## src/rtl/brc_seq_if.sv

```systemverilog
// Request/response bundle for the sequential branch comparator (brc_seq).
// The slave modport is the comparator side; the master modport is the requester/consumer side.
interface brc_seq_if #(
  parameter int WIDTH = 32
);
  // Valid/ready: a transfer happens on a rising edge where valid and ready are both 1.
  // A raised valid holds steady, with its payload, until that edge.
  // Request: i_valid/o_ready carry i_rs1_data, i_rs2_data and i_br_unsigned.
  // Response: o_valid/i_ready carry o_br_less and o_br_equal.
  logic             i_valid;
  logic             o_ready;
  logic [WIDTH-1:0] i_rs1_data;
  logic [WIDTH-1:0] i_rs2_data;
  logic             i_br_unsigned;
  logic             o_valid;
  logic             i_ready;
  logic             o_br_less;
  logic             o_br_equal;

  modport slave (
    input  i_valid, i_rs1_data, i_rs2_data, i_br_unsigned, i_ready,
    output o_ready, o_valid, o_br_less, o_br_equal
  );

  modport master (
    output i_valid, i_rs1_data, i_rs2_data, i_br_unsigned, i_ready,
    input  o_ready, o_valid, o_br_less, o_br_equal
  );
endinterface

```

## src/rtl/brc_seq.sv

```systemverilog
// Sequential less/equal comparator. It examines one CHUNK-bit slice per cycle, MSB slice first.
// Define BRC_SEQ_EARLY_EXIT_EN to finish on the first differing slice; without it, every request takes NCHUNK cycles.
module brc_seq #(
  parameter int WIDTH = 32,  // >= 2
  parameter int CHUNK = 8    // >= 1, must divide WIDTH
) (
  input  logic        i_clk,
  input  logic        i_rst_n,
  brc_seq_if.slave    bus,
  output logic [1:0]  dbg_state
);
  localparam int NCHUNK = WIDTH / CHUNK;
  localparam int IDXW   = (NCHUNK > 1) ? $clog2(NCHUNK) : 1;
  localparam logic [IDXW-1:0]  TOP_IDX  = IDXW'(NCHUNK - 1);
  localparam logic [CHUNK-1:0] MSB_MASK = CHUNK'(1) << (CHUNK - 1);

  typedef enum logic [1:0] {
    IDLE = 2'd0,
    CMP  = 2'd1,
    DONE = 2'd2
  } state_t;

  state_t            state, state_nx;
  logic [WIDTH-1:0]  a_q, b_q;
  logic              uns_q;
  logic [IDXW-1:0]   idx_q;
  logic              found_q, less_q, equal_q;

  logic [CHUNK-1:0]  a_sl, b_sl, flip;
  logic              diff, slice_lt, last;

  // Flipping the slice MSB maps a signed compare onto an unsigned one; only the top slice carries the sign.
  always_comb begin
    a_sl     = a_q[int'(idx_q)*CHUNK +: CHUNK];
    b_sl     = b_q[int'(idx_q)*CHUNK +: CHUNK];
    flip     = (idx_q == TOP_IDX && !uns_q) ? MSB_MASK : '0;
    diff     = (a_sl != b_sl);
    slice_lt = ((a_sl ^ flip) < (b_sl ^ flip));
    last     = (idx_q == '0);
  end

  always_ff @(posedge i_clk) begin
    if (!i_rst_n) state <= IDLE;
    else          state <= state_nx;
  end

  always_comb begin
    state_nx = state;
    case (state)
      IDLE: if (bus.i_valid) state_nx = CMP;
      CMP: begin
`ifdef BRC_SEQ_EARLY_EXIT_EN
        if (last || diff) state_nx = DONE;
`else
        if (last) state_nx = DONE;
`endif
      end
      DONE: if (bus.i_ready) state_nx = IDLE;
      default: state_nx = IDLE;
    endcase
  end

  always_ff @(posedge i_clk) begin
    if (!i_rst_n) begin
      a_q     <= '0;
      b_q     <= '0;
      uns_q   <= 1'b0;
      idx_q   <= '0;
      found_q <= 1'b0;
      less_q  <= 1'b0;
      equal_q <= 1'b0;
    end else begin
      case (state)
        IDLE: begin
          if (bus.i_valid) begin
            a_q     <= bus.i_rs1_data;
            b_q     <= bus.i_rs2_data;
            uns_q   <= bus.i_br_unsigned;
            idx_q   <= TOP_IDX;
            found_q <= 1'b0;
            less_q  <= 1'b0;
            equal_q <= 1'b0;
          end
        end
        CMP: begin
          // The first differing slice decides; lower slices keep scanning only to hold constant latency.
          if (diff && !found_q) begin
            found_q <= 1'b1;
            less_q  <= slice_lt;
          end
          if (!last) idx_q <= idx_q - 1'b1;
          if (state_nx == DONE) equal_q <= !(found_q || diff);
        end
        default: ;
      endcase
    end
  end

  assign bus.o_ready    = (state == IDLE);
  assign bus.o_valid    = (state == DONE);
  assign bus.o_br_less  = (state == DONE) && less_q;
  assign bus.o_br_equal = (state == DONE) && equal_q;
  assign dbg_state      = state;
endmodule

```

## src/flat_wrapper.sv

```systemverilog
// flat-port wrapper written by rule: the top's interface ports become plain ports
module brc_seq_flat 
#(
  parameter int WIDTH = 32,         
  parameter int CHUNK = 8                              
)
  (i_clk, i_rst_n, dbg_state, bus_i_valid, bus_i_rs1_data, bus_i_rs2_data, bus_i_br_unsigned, bus_i_ready, bus_o_ready, bus_o_valid, bus_o_br_less, bus_o_br_equal);
  brc_seq_if #(.WIDTH(WIDTH)) bus_i ();
  input  logic i_clk;
  input  logic i_rst_n;
  output logic [1:0] dbg_state;
  input wire logic [$bits(bus_i.i_valid)-1:0] bus_i_valid;
  input wire logic [$bits(bus_i.i_rs1_data)-1:0] bus_i_rs1_data;
  input wire logic [$bits(bus_i.i_rs2_data)-1:0] bus_i_rs2_data;
  input wire logic [$bits(bus_i.i_br_unsigned)-1:0] bus_i_br_unsigned;
  input wire logic [$bits(bus_i.i_ready)-1:0] bus_i_ready;
  output wire logic [$bits(bus_i.o_ready)-1:0] bus_o_ready;
  output wire logic [$bits(bus_i.o_valid)-1:0] bus_o_valid;
  output wire logic [$bits(bus_i.o_br_less)-1:0] bus_o_br_less;
  output wire logic [$bits(bus_i.o_br_equal)-1:0] bus_o_br_equal;
  assign bus_i.i_valid = bus_i_valid;
  assign bus_i.i_rs1_data = bus_i_rs1_data;
  assign bus_i.i_rs2_data = bus_i_rs2_data;
  assign bus_i.i_br_unsigned = bus_i_br_unsigned;
  assign bus_i.i_ready = bus_i_ready;
  assign bus_o_ready = bus_i.o_ready;
  assign bus_o_valid = bus_i.o_valid;
  assign bus_o_br_less = bus_i.o_br_less;
  assign bus_o_br_equal = bus_i.o_br_equal;
  brc_seq #(.WIDTH(WIDTH), .CHUNK(CHUNK)) u_core (.i_clk(i_clk), .i_rst_n(i_rst_n), .bus(bus_i), .dbg_state(dbg_state));
endmodule
```

## config.mk

```make
export PLATFORM = sky130hd
export DESIGN_NAME = brc_seq_flat
export DESIGN_NICKNAME = d
export VERILOG_FILES = /design/src/rtl/brc_seq_if.sv /design/src/rtl/brc_seq.sv /design/src/flat_wrapper.sv
export SDC_FILE = /design/constraint.sdc
export NUM_CORES = 1
export LEC_CHECK = 0
export CAP_MARGIN = 5
export CORE_AREA = 8 8 94 96
export DETAILED_ROUTE_END_ITERATION = 12
export DIE_AREA = 0 0 102 104
export PLACE_DENSITY = 0.74
export SLEW_MARGIN = 20
export SYNTH_ARGS = -nofsm -noshare
export SYNTH_HDL_FRONTEND = slang
export SYNTH_SLANG_ARGS = --single-unit
export TNS_END_PERCENT = 10
```

## constraint.sdc

```tcl
create_clock -name i_clk -period 3.39 [get_ports i_clk]
set_clock_uncertainty 0.15 [all_clocks]
set_input_delay 1.017 -clock i_clk [delete_from_list [all_inputs] [get_ports i_clk]]
set_output_delay 1.017 -clock i_clk [all_outputs]
set_load 0.03 [all_outputs]
```

==> results.md <==
- Setup slack on the critical path of the routed design comes to 288 ps.
- The biggest cell delay along the critical path is 680 ps.
- The number of buffers inserted by hold repair at cts is 0.
- The final non-filler cell area is around 4200 um2.
- At the later pin of the worst-skew pair, clock insertion delay measures 340 ps.
- Across the whole layout, storage elements account for 1440 um2.
- The routability-driven placement congestion ratio is 0.756.
- The distinct cell type count of the synthesized netlist is 30.
- The number of warnings printed during yosys synthesis is 0.
- TritonCTS built the clock tree.
- The die is 102 um wide.
- The combinational family with the most area after synthesis is simple AND/OR/NAND/NOR gates.
- STA classifies the critical path startpoint as a flop.
- The post-synthesis average cell area is 8.48 um2.
- The total negative slack is 0 ps.
- The via count of the routed design is 2726.
- The total grt overflow is 0.
- The class of the tightest hold or removal check is flop to flop.
- The initial core utilization is 0.427.
- The area of the core is 7450 um2.
- Of the post-synthesis cell area, the part taken by muxes is 0.131.
- In the routed design, unresolved DRC markers number 0.
- The total power is 2.13 mW.
- The count of endpoints failing setup in the final report is 0.
- The die area is 10600 um2.
- The compound-gate portion of the synthesized area was 0.127.
- The critical path endpoint category is a primary output.
- At the pin with the least slew margin, the transition time is just over 700 ps.
- The critical path goes through nor2b_1 -> and2_1 -> clkdlybuf4s50_1.
- Port buffering added 74 buffers.
- The minimum setup slack after placement is between 200 and 300 ps.
- After synthesis, the cell types taking the most area are dfxtp_1 45%, nand2_1 16%, a21oi_1 11%.
- The CTS buffer count is 9.
- Of the total synthesized cell area, the portion taken by AND, OR, NAND and NOR gates is 0.201.
- Summed over all cells, the static leakage comes to 1.60 nW.
- The count of nets left with antenna violations once routing finished came out at 0.
- The sum of net half-perimeters after detailed placement is approximately 5300 um.
- The number of cells produced by synthesis is 375.
- Summing all multi-input logic gate instances after layout gives between 1500 and 2000 um2.
- The critical path class is flop to primary output.
- The commonest non-fill, non-tap cell in the layout is nand2_1.
- The run finished with clean final reports.
- The largest total area in the synthesized netlist belongs to dfxtp_1.
- The prevailing post-synth register cell is dfxtp_1.
- The number of global-route vias before repair is around 2800.
- The number of detailed-route iterations in the first pass is 4.
- In the layout the commonest cells are 134 x nand2_1, 74 x clkdlybuf4s50_1, 72 x dfxtp_1, 71 x a21oi_1, 12 x mux4_2.
- Compared with the post-synthesis result, the final layout area differs by 32.9%.
- The filler cell count in the final layout is roughly 680.
- The worst-case IR drop observed on VDD is 0.238 mV.
- The number of max-slew violations in the final report is 0.
- In the final layout, the share of cells above drive strength 1 is 0.0856.
- The number of violations of the max-capacitance limit is 0.
- The global-route total usage across every layer is 0.150.
- The initial antenna violation count is 0.
- Of the total synthesized cell area, the portion taken by XOR and XNOR cells is 0.00275.
- Of the total synthesized cell area, the portion taken by full adders, half adders and majority gates is 0.0354.
- The required time at the endpoint of the critical path is 2220 ps.
- After the first detailed-routing iteration, the DRC count stood at 168.
- The final hold violation count is 0.
- The final layout contains routed wiring with a total length of roughly 7500 um.
- The repair_antennas step left the layout with diodes totalling 0.
- After synthesis, the share of flip-flops with an asynchronous set or reset is 0.
- Dividing the final minimum period by the clock period gives 0.915.
- For the finished layout, the period the worst path requires is 3100 ps.
- Clock tree synthesis found a total of 72 sinks.
- The largest fanout on the critical path is 8.
- In this run the cell area of the synthesized design comes to 3180 um2.
- The cell area after placement is 4000 um2.
- The total number of placement rows is 32.
- The number of cells upsized or downsized after cts is 0.
- At the end of the flow, the number of nets in the layout was around 520.
- The sequential cell area fraction in the yosys report is 0.453.
- The count of boundary I/O pins is 75.
- The largest net degree at the start of global routing is 70.
- The synthesis-stage register bit count is 72.
- STA puts the critical path data arrival time at approximately 1900 ps.
- Buffers added to address setup during post-CTS repair amount to 0.
- Measured on the finished design, the core utilization comes to 0.568.
- The cell area power density is 504 nW/um2.
- Clock-pin slew was measured on the worst setup and hold paths at 80 ps.
- The number of flops mapped to enable cells by yosys is 0.
- The number of buffers on the longest clock path is 2.
- Setup repair after global routing left no endpoint under its margin.
- Headroom to the max-slew limit came out at 0.530.
- Using the TritonRoute via totals, the vias-per-cell ratio works out to roughly 5.0.
- Of the post-synthesis cell area, the dominant cell type holds 0.453.
- The fmax is 322 MHz.
- After detailed routing, the average wire length per cell comes to 13.8 um.
- The largest individual stage delay along the critical path comes from the cell clkdlybuf4s50_1.
- When the netlist entered floorplanning its net count stood at 453.
- The die height is 104 um.
- The H-tree was split into 3 levels.
- The first global-routing pass estimated 12700 um of wire.
- The tree is rooted in a clkbuf_8.
-- critical path, delay by kind of cell, from the launching register on --
kind | cells | cell delay, ps
flops | 1 | 500
buf+inv | 1 | 680
simple gates | 2 | 410
-- cells in the mapped netlist (all sizes together), types with 3 or more instances --
cell type	count
nor2	6
clkbuf	19
dfxtp	72
ha	9
mux2i	3
inv	12
nand2b	4
a21oi	71
nand2	134
nor2b	4
mux4	16
buf	7
-- cell type report --
type / instances / area share
Multi-Input combinational cell: 265 / 0.376
Sequential cell: 72 / 0.341
Timing Repair Buffer: 79 / 0.190
Tap cell: 102 / 0.0302
Clock buffer: 9 / 0.0293
Clock inverter: 7 / 0.0228
Inverter: 12 / 0.0107
-- flip-flops by register name (all words and copies together), names as in the netlist --
register	cells
u_core.uns_q	1
u_core.dbg_state	2
u_core.found_q	1
u_core.equal_q	1
u_core.less_q	1
u_core.idx_q	2
u_core.b_q	32
u_core.a_q	32
-- where the power goes --
part	switching, mW	internal, mW	leakage (nW)	total [mW]
clock	0.328	0.415	0.113	0.743
sequential	0.0450	0.910	0.591	0.955
combinational	0.208	0.221	0.897	0.430
total	0.581	1.55	1.60	2.13
-- routing by layer --
metal,GRT usage,up-vias,wire (um)
li1,-,1382,-
met1,0.167,1272,3190
met2,0.248,54,3770
met3,0.0448,18,342
met4,0.0766,0,210
met5,0,-,0
-- final timing paths --
| check | from | endpoint | slack, ps | cells after the start |
|---|---|---|---|---|
| min reg2reg | u_core.a_q[21] | u_core.a_q[21] | 300 | 2 |
| max reg2reg | u_core.idx_q[0] | u_core.less_q | 740 | 7 |
| min | u_core.a_q[21] | u_core.a_q[21] | 300 | 2 |
| max | u_core.dbg_state[1] | bus_o_br_equal | 290 | 3 |
-- cells by family after synthesis --
group                      Yosys count
and+or+nand+nor                    158
AOI/OAI and AO/OA                   77
DFF                                 72
buffers and inverters               38
muxes                               20
adders and majority gates            9
xor gates and xnor gates             1
-- through the flow --
| stage | instances | hold WS [ps] |
|---|---|---|
| 3_3_place_gp | 530 | 289 |
| 2_1_floorplan | 375 | 280 |
| 4_1_cts | 546 | 303 |
| 5_1_grt | 546 | 324 |
| 3_5_place_dp | 530 | 292 |
| 6_report | 546 | 302 |
(Power assumes the default switching activity.)
